--- src/rtl/state_pkg.sv ---
// rtl/state_pkg.sv - pose and jump-phase types plus screen geometry for player 1
package state_pkg;

  typedef enum logic [1:0] {
    IDLE   = 2'd0,
    RIGHT1 = 2'd1,
    LEFT1  = 2'd2
  } State;

  typedef enum logic [1:0] {
    GROUND = 2'd0,
    RISE   = 2'd1,
    FALL   = 2'd2
  } jump_state_t;

  localparam int SPRITE_W = 40;
  localparam int H_ACTIVE = 640;

endpackage

--- src/rtl/player1_ctl_if.sv ---
// rtl/player1_ctl_if.sv - frame sync, key levels and sprite outputs between pads and drawer
interface player1_ctl_if;
  import state_pkg::*;

  logic        vsync;
  logic        key_left;
  logic        key_right;
  logic        key_jump;
  logic [11:0] xpos_player1;
  logic [11:0] ypos_player1;
  State        state;

  modport master (
    output vsync, key_left, key_right, key_jump,
    input  xpos_player1, ypos_player1, state
  );

  modport slave (
    input  vsync, key_left, key_right, key_jump,
    output xpos_player1, ypos_player1, state
  );

endinterface

--- src/rtl/key_sync.sv ---
// rtl/key_sync.sv - two-flop synchroniser for one asynchronous key level
module key_sync (
  input  logic clk,
  input  logic rst_n,
  input  logic d_i,
  output logic q_o
);

  logic meta_q;
  logic sync_q;

  always_ff @(posedge clk or negedge rst_n) begin
    if (!rst_n) begin
      meta_q <= 1'b0;
      sync_q <= 1'b0;
    end else begin
      meta_q <= d_i;
      sync_q <= meta_q;
    end
  end

  assign q_o = sync_q;

endmodule

--- src/rtl/player1_ctl.sv ---
// rtl/player1_ctl.sv - per-frame pose, x move and optional jump for player 1
// PLAYER1_JUMP_EN compiles in the jump FSM; otherwise ypos_player1 stays 0.
module player1_ctl
  import state_pkg::*;
#(
  parameter int X_START = 300,
  parameter int X_MAX   = H_ACTIVE - SPRITE_W,
  parameter int STEP    = 2,
  parameter int JUMP_V  = 12
) (
  input logic         clk,
  input logic         rst_n,
  player1_ctl_if.slave bus
);

  if (STEP < 1 || STEP > 15) begin : g_bad_step
    $error("player1_ctl: STEP must be 1..15");
  end
  if (JUMP_V < 1 || JUMP_V > 31) begin : g_bad_jump_v
    $error("player1_ctl: JUMP_V must be 1..31");
  end

  logic key_left_s;
  logic key_right_s;

  key_sync u_sync_left (
    .clk   (clk),
    .rst_n (rst_n),
    .d_i   (bus.key_left),
    .q_o   (key_left_s)
  );

  key_sync u_sync_right (
    .clk   (clk),
    .rst_n (rst_n),
    .d_i   (bus.key_right),
    .q_o   (key_right_s)
  );

  logic vsync_q;
  logic tick;

  always_ff @(posedge clk or negedge rst_n) begin
    if (!rst_n) vsync_q <= 1'b0;
    else        vsync_q <= bus.vsync;
  end

  assign tick = bus.vsync & ~vsync_q;

  State        pose_q, pose_d, pose_sel;
  logic [11:0] x_q, x_d;
  logic [12:0] x_sum;

  always_comb begin
    pose_sel = IDLE;
    if (key_right_s && !key_left_s)      pose_sel = RIGHT1;
    else if (key_left_s && !key_right_s) pose_sel = LEFT1;
  end

  // Sum is formed in 13 bits so the right-hand clamp sees any carry.
  always_comb begin
    pose_d = pose_q;
    x_d    = x_q;
    x_sum  = {1'b0, x_q} + 13'(STEP);
    if (tick) begin
      pose_d = pose_sel;
      case (pose_sel)
        RIGHT1:  x_d = (x_sum > 13'(X_MAX)) ? 12'(X_MAX) : x_sum[11:0];
        LEFT1:   x_d = (x_q < 12'(STEP)) ? 12'd0 : x_q - 12'(STEP);
        default: x_d = x_q;
      endcase
    end
  end

  always_ff @(posedge clk or negedge rst_n) begin
    if (!rst_n) begin
      pose_q <= IDLE;
      x_q    <= 12'(X_START);
    end else begin
      pose_q <= pose_d;
      x_q    <= x_d;
    end
  end

  assign bus.xpos_player1 = x_q;
  assign bus.state        = pose_q;

`ifdef PLAYER1_JUMP_EN
  logic        key_jump_s;
  jump_state_t jump_q, jump_d;
  logic [4:0]  v_q, v_d, v_inc;
  logic [11:0] y_q, y_d;
  logic [12:0] y_sum;

  key_sync u_sync_jump (
    .clk   (clk),
    .rst_n (rst_n),
    .d_i   (bus.key_jump),
    .q_o   (key_jump_s)
  );

  always_comb begin
    jump_d = jump_q;
    v_d    = v_q;
    y_d    = y_q;
    y_sum  = {1'b0, y_q} + 13'(v_q);
    v_inc  = v_q + 5'd1;
    if (tick) begin
      case (jump_q)
        GROUND: begin
          if (key_jump_s) begin
            jump_d = RISE;
            v_d    = 5'(JUMP_V);
          end
        end
        RISE: begin
          y_d = (y_sum > 13'h0FFF) ? 12'hFFF : y_sum[11:0];
          v_d = v_q - 5'd1;
          if (v_q == 5'd1) jump_d = FALL;
        end
        FALL: begin
          // Landing test precedes the subtraction so y never wraps below the floor.
          if ({7'd0, v_inc} >= y_q) begin
            y_d    = 12'd0;
            v_d    = 5'd0;
            jump_d = GROUND;
          end else begin
            y_d = y_q - {7'd0, v_inc};
            v_d = v_inc;
          end
        end
        default: begin
          jump_d = GROUND;
          v_d    = 5'd0;
        end
      endcase
    end
  end

  always_ff @(posedge clk or negedge rst_n) begin
    if (!rst_n) begin
      jump_q <= GROUND;
      v_q    <= 5'd0;
      y_q    <= 12'd0;
    end else begin
      jump_q <= jump_d;
      v_q    <= v_d;
      y_q    <= y_d;
    end
  end

  assign bus.ypos_player1 = y_q;
`else
  assign bus.ypos_player1 = 12'd0;
`endif

endmodule

--- src/flat_wrapper.sv ---
// flat-port wrapper written by rule: the top's interface ports become plain ports
module player1_ctl_flat import state_pkg::*;
#(
  parameter int X_START = 300,
  parameter int X_MAX   = H_ACTIVE - SPRITE_W,
  parameter int STEP    = 2,
  parameter int JUMP_V  = 12
)
  (clk, rst_n, bus_vsync, bus_key_left, bus_key_right, bus_key_jump, bus_xpos_player1, bus_ypos_player1, bus_state);
  player1_ctl_if bus_i ();
  input logic clk;
  input logic rst_n;
  input wire logic [$bits(bus_i.vsync)-1:0] bus_vsync;
  input wire logic [$bits(bus_i.key_left)-1:0] bus_key_left;
  input wire logic [$bits(bus_i.key_right)-1:0] bus_key_right;
  input wire logic [$bits(bus_i.key_jump)-1:0] bus_key_jump;
  output wire logic [$bits(bus_i.xpos_player1)-1:0] bus_xpos_player1;
  output wire logic [$bits(bus_i.ypos_player1)-1:0] bus_ypos_player1;
  output wire logic [$bits(bus_i.state)-1:0] bus_state;
  assign bus_i.vsync = bus_vsync;
  assign bus_i.key_left = bus_key_left;
  assign bus_i.key_right = bus_key_right;
  assign bus_i.key_jump = bus_key_jump;
  assign bus_xpos_player1 = bus_i.xpos_player1;
  assign bus_ypos_player1 = bus_i.ypos_player1;
  assign bus_state = bus_i.state;
  player1_ctl #(.X_START(X_START), .X_MAX(X_MAX), .STEP(STEP), .JUMP_V(JUMP_V)) u_core (.clk(clk), .rst_n(rst_n), .bus(bus_i));
endmodule
--- config.mk ---
export PLATFORM = sky130hd
export DESIGN_NAME = player1_ctl_flat
export DESIGN_NICKNAME = d
export VERILOG_FILES = /design/src/rtl/state_pkg.sv /design/src/rtl/player1_ctl_if.sv /design/src/rtl/key_sync.sv /design/src/rtl/player1_ctl.sv /design/src/flat_wrapper.sv
export SDC_FILE = /design/constraint.sdc
export NUM_CORES = 1
export LEC_CHECK = 0
export BUFFER_PORTS_ARGS = -buffer_cell sky130_fd_sc_hd__buf_4
export CAP_MARGIN = 20
export CORE_ASPECT_RATIO = 2
export CORE_MARGIN = 1
export CORE_UTILIZATION = 40
export CTS_CLUSTER_DIAMETER = 100
export CTS_CLUSTER_SIZE = 16
export DETAILED_ROUTE_END_ITERATION = 10
export GPL_ROUTABILITY_DRIVEN = 0
export PLACE_DENSITY_LB_ADDON = 0.2
export SLEW_MARGIN = 20
export SYNTH_ARGS = -nofsm -noshare
export SYNTH_HDL_FRONTEND = slang
export SYNTH_SLANG_ARGS = --single-unit
export TNS_END_PERCENT = 1
--- constraint.sdc ---
create_clock -name clk -period 2.2 [get_ports clk]
set_input_delay 0.55 -clock clk [delete_from_list [all_inputs] [get_ports clk]]
set_output_delay 0.55 -clock clk [all_outputs]
set_load 0.02 [all_outputs]
== Yosys cells after proc, flatten, opt, wreduce, memory -nomap -nowiden ==
Cells that the tools add are included.

* Register bits after elaboration: 19
* Latch bits: 0
* Bits in writable memories: 0
* ROM bits: 0
* Input bits: 6
* Output and inout bits: 26
* Memories: 0

* $add $sub $neg: 2
* Multipliers: 0
* Div/mod/pow operators: 0
* Magnitude comparators: 2
* Eq/ne operators: 2
* Shifts and indexed selects: 0
* Multiplexer cells: 5
* Bitwise operators: 2
* Reduce and logical (&&, ||, !) cells: 6

{| class="wikitable"
|+ Operators by type and width
! cell !! number
|-
| two-way mux 12 bit || 2
|-
| one-hot mux 12 bit (2 select lines) || 1
|-
| adder 12 x 2 -> 13 bit, second input constant || 1
|-
| > comparator 13 x 10 -> 1 bit, second input constant || 1
|-
| less-than comparator 12 x 2 -> 1 bit, second input constant || 1
|-
| subtractor 12 x 2 -> 12 bit, second input constant || 1
|-
| two-way mux 2 bit || 2
|-
| equality test 2 x 1 -> 1 bit, second input constant || 1
|-
| equality test 2 bit, second input constant || 1
|-
| logical AND 1 bit || 2
|-
| zero test 1 bit || 2
|-
| AND reduction 2 bit || 1
|-
| nonzero test 2 bit || 1
|-
| AND 1 bit || 1
|-
| NOT 1 bit || 1
|}

== Longest topological paths before layout ==
* Depth after elaboration: 7
* Depth in mapped cells: 9

== Hierarchy ==
Synthesis repeated with hierarchy kept, for this count alone.

* Cells, all modules: 160
* Area total of the unflattened synthesis: 1377.6 sq um

{| class="wikitable"
|+ Modules (own cells, without submodules)
! module !! times used !! cells each !! area an instance (sq um)
|-
| player1_ctl || 1 || 156 || 1277.5
|-
| key_sync || 2 || 2 || 50.0
|}

== Worst setup path before layout ==
No wires, ideal clock.

* Path type: flip-flop to flip-flop
* Start: register u_core.x_q[2], in the netlist u_core.bus.xpos_player1[2]
* End: register u_core.x_q[4], in the netlist u_core.bus.xpos_player1[4]
* Setup time: 0.124 ns
* Arrival time: 2.215 ns
* Setup slack: -0.139 ns
* Stages on the path, launching flop included: 9
* Path buffers: 1
* Period minus slack after synthesis: 2.339 ns
* Cells stage by stage: dfstp_2 > buf_2 > inv_1 > ha_1 > or4_1 > a21oi_1 > a41o_1 > nor3_2 > a211o_1

* Word-level cells in the longest chain between the ends: 4
* Elaborated cells between the ends (all ways): 7
* Classes of those cells: add/sub: 2; order compare: 2; mux: 3

{| class="wikitable"
|+ Ends and longest elaborated chain
! item !! RTL line !! source
|-
| start, declared || player1_ctl.sv:51 || <nowiki>logic [11:0] x_q, x_d;</nowiki>
|-
| start signal, assigned || player1_ctl.sv:78 || <nowiki>x_q <= 12'(X_START);</nowiki>
|-
| adder 12 x 2 -> 13 bit || player1_ctl.sv:64 || <nowiki>x_sum = {1'b0, x_q} + 13'(STEP);</nowiki>
|-
| > comparator 13 x 10 -> 1 bit || player1_ctl.sv:68 || <nowiki>RIGHT1: x_d = (x_sum > 13'(X_MAX)) ? 12'(X_MAX) : x_sum[11:0];</nowiki>
|-
| two-way mux 12 bit || player1_ctl.sv:68 ||
|-
| one-hot mux 12 bit (2 select lines) (*) || player1_ctl.sv:67 || <nowiki>case (pose_sel)</nowiki>
|}

Every way passes the cells marked *; elsewhere a longest branch is shown, timed or not.
A chain may end at the register's enable or synchronous reset.

== Worst setup path after layout ==
* Start: register u_core.x_q[2], in the netlist u_core.bus.xpos_player1[2]
* End: register u_core.x_q[8], in the netlist u_core.bus.xpos_player1[8]

The elaborated chain is that of the path after synthesis.

==> flow_metrics.env <==
export IMPL_crit_fanout=5
export IMPL_synth_edff_count=0
export IMPL_ys_ff_latch=18
export IMPL_synth_top_area_cell="dfrtp_1"
export IMPL_ys_top_cells_by_area="dfrtp_1, buf_4, dfstp_2"
export IMPL_p_int_mw=1.09
export IMPL_cp_data_arrival_time_ns=2.34
export IMPL_p_leak_nw=0.847
export IMPL_antenna_found_initial=0
export IMPL_grt_pass1_vias=1490
export IMPL_skew_ns=0.00490
export IMPL_grt_pass1_wl_um=6620
export IMPL_die_y_um=90.9
export IMPL_fillCellCount=356
export IMPL_drt_antenna_violating_nets=0
export IMPL_drive_gt1_frac=0.393
export IMPL_wl_per_cell_um=15.3
export IMPL_die_w_um=46.4
export IMPL_via_count=1516
export IMPL_die_area_sq_mm=0.00422
export IMPL_maxSlewViolCount=0
export IMPL_min_period_ns=2.17
export IMPL_netlist_instances=184
export IMPL_clkPwrFrac=0.145
export IMPL_drt_iter0_markers=30
export IMPL_start_util=0.415
export IMPL_clk_latency_ns=0.26
export IMPL_grt_usage=0.210
export IMPL_cp_cell_sequence="inv_2 -> ha_4 -> or4_4 -> a21oi_4 -> a41o_4 -> nor2_4 -> o311ai_4"
export IMPL_fmax_ghz=0.461
export IMPL_start_kind="register"
export IMPL_hold_path_class="in -> async"
export IMPL_setup_viol=0
export IMPL_cellPowerDensity_mw_per_mm2=959
export IMPL_syn_to_final_growth_pct=28.5
export IMPL_outcome="complete, no violations"
export IMPL_fp_coreArea_sq_mm=0.00380
export IMPL_cp_end_kind="register"
export IMPL_hold_violations=0
export IMPL_crit_family="compound AO/OA/AOI/OAI gates"
export IMPL_synth_cell_types=58
export IMPL_nNetsFinal=235
export IMPL_drc=0
export IMPL_seq_area_frac_synth=0.288
export IMPL_finalWirelength_um=4220
export IMPL_cp_slowest_cell="dfstp_2"
export IMPL_fin_crit_sh=0.986
export IMPL_ir_drop_v=0.000680
export IMPL_cp_num_buf_inv=1
export IMPL_crit_type="reg -> reg"
export IMPL_clockBufferDepth=2
export IMPL_critPathMaxStageDelay_ns=0.60
export IMPL_grt_start_max_net_pins=19
export IMPL_grt_overflow=0
export IMPL_viasPerCell=5.51
export IMPL_async_flop_share=1.00
export IMPL_final_util=0.534
export IMPL_p_switching_mw=0.853
export IMPL_seq_power_share=0.250
export IMPL_drt_first_pass_iters=4
export IMPL_layout_commonest_cell="buf_4"
export IMPL_cts_root_buf="clkbuf_8"
export IMPL_clock_sinks=18
export IMPL_pin_count=32
export IMPL_cts_hold_buf=0
export IMPL_synth_top_cell_area_share=0.222
export IMPL_cts_tree="yes"
export IMPL_diodes=0
export IMPL_cts_htree_levels=1
export IMPL_reg2reg_slack_ns=0.03
export IMPL_cap_viol_max_count=0
export IMPL_yosys_warnings=0
export IMPL_syn_avg_cell_area_sq_um=8.58
export IMPL_layout_common_cells="buf_4, o21ai_0, nand2_1, conb_1, dfrtp_1"
export IMPL_synth_main_ff_cell="dfrtp_1"
export IMPL_rows=32
export IMPL_dp_final_hpwl_um=3160
export IMPL_numCtsBuffers=3
export IMPL_combPwrFrac=0.605
export IMPL_clk_pin_slew_ns=0.08
export IMPL_syn_area_sq_mm=0.00158
export IMPL_cp_data_required_time_ns=2.37
export IMPL_total_power_mw=1.95
export IMPL_p_sw_frac=0.438
export IMPL_portBuffers=17
sequential cells by signal, summed over array words and instances, names as in the netlist:
signal,flops
u_core.u_sync_right.q_o,1
u_core.u_sync_right.meta_q,1
u_core.u_sync_left.q_o,1
u_core.vsync_q,1
u_core.bus.state,2
u_core.bus.xpos_player1,11
u_core.u_sync_left.meta_q,1
stage by stage:
step	setup slack [ns]	setup TNS (ns)	instance area, sq um	std cells	hold slack [ns]
2_1_floorplan	-0.0324	-0.0672	1660	196	0.254
3_3_place_gp	-0.0298	-0.0948	1850	265	0.340
3_5_place_dp	-0.0985	-0.475	1850	265	0.338
4_1_cts	-0.0323	-0.0573	1960	272	0.156
5_1_grt	-0.0124	-0.0128	2030	275	0.163
6_report	0.0310	0	2030	275	0.145
cell usage after synthesis, drive strengths merged, types with 4 or more instances:
cell and n:
nand4 7, nor2 11, dfstp 4, o21ai 17, nand2 13, nor3 11
nand3 6, a21oi 12, inv 8, buf 25, dfrtp 14, ha 4
kinds of logic (layout without fill, tap and decap cells):
group / count (synthesis) / in the layout / share of synthesized area
AOI/OAI and AO/OA: 54 / 54 / 0.253
xor gates and xnor gates: 1 / 1 / 0.00555
adders and majority gates: 4 / 4 / 0.0317
buffers and inverters: 36 / 64 / 0.153
DFF: 18 / 18 / 0.288
muxes: 1 / 1 / 0.00713
other: 1 / 13 / 0.00237
and+or+nand+nor: 69 / 69 / 0.259
power by group through the flow:
stage | combinational (mW) | sequential [mW] | clock [mW]
after floorplan | 0.647 | 0.551 | 0
after global placement | 1.05 | 0.479 | 0
after detailed placement | 1.07 | 0.481 | 0
after CTS | 1.13 | 0.486 | 0.284
after global routing | 1.27 | 0.498 | 0.295
final | 1.18 | 0.486 | 0.283
final timing paths:
kind / from / end / depth (start not counted)
max: u_core.bus.xpos_player1[2] / u_core.bus.xpos_player1[8] / 7
min: rst_n / u_core.vsync_q / 1
max reg2reg: u_core.bus.xpos_player1[2] / u_core.bus.xpos_player1[8] / 7
min reg2reg: u_core.u_sync_left.meta_q / u_core.u_sync_left.q_o / 0
max in group asynchronous: rst_n / u_core.bus.xpos_player1[3] / 1
min in group clk: u_core.u_sync_left.meta_q / u_core.u_sync_left.q_o / 0
worst reg2reg max path, stage by stage (launching register included):
cell,delay [ns]
dfstp_2,0.60
inv_2,0.07
ha_4,0.24
or4_4,0.43
a21oi_4,0.14
a41o_4,0.26
nor2_4,0.07
o311ai_4,0.27
repair_timing:
item	in CTS	in global routing
cloned	0	0
pin swaps	8	10
resized for setup	6	9
setup endpoints to repair	8	8
buffers inserted	3	3
cell type report:
cell class	instances	area [sq um]	share of cell area
Inverter	9	33.8	0.0166
Multi-Input combinational cell	142	1030	0.507
Timing Repair Buffer	51	390	0.192
Tap cell	51	63.8	0.0314
Sequential cell	18	457	0.225
Clock buffer	4	55.1	0.0271
layer usage:
| metal | wire [um] | global-route usage | share of wire | vias to the layer above |
|---|---|---|---|---|
| met5 | 0 | 0 | 0 | - |
| met1 | 1620 | 0.232 | 0.38 | 743 |
| met4 | 129 | 0.108 | 0.031 | 0 |
| met3 | 114 | 0.0240 | 0.027 | 14 |
| li1 | - | - | - | 725 |
| met2 | 2350 | 0.361 | 0.56 | 34 |
No activity file was read; power rests on OpenSTA's default activity.
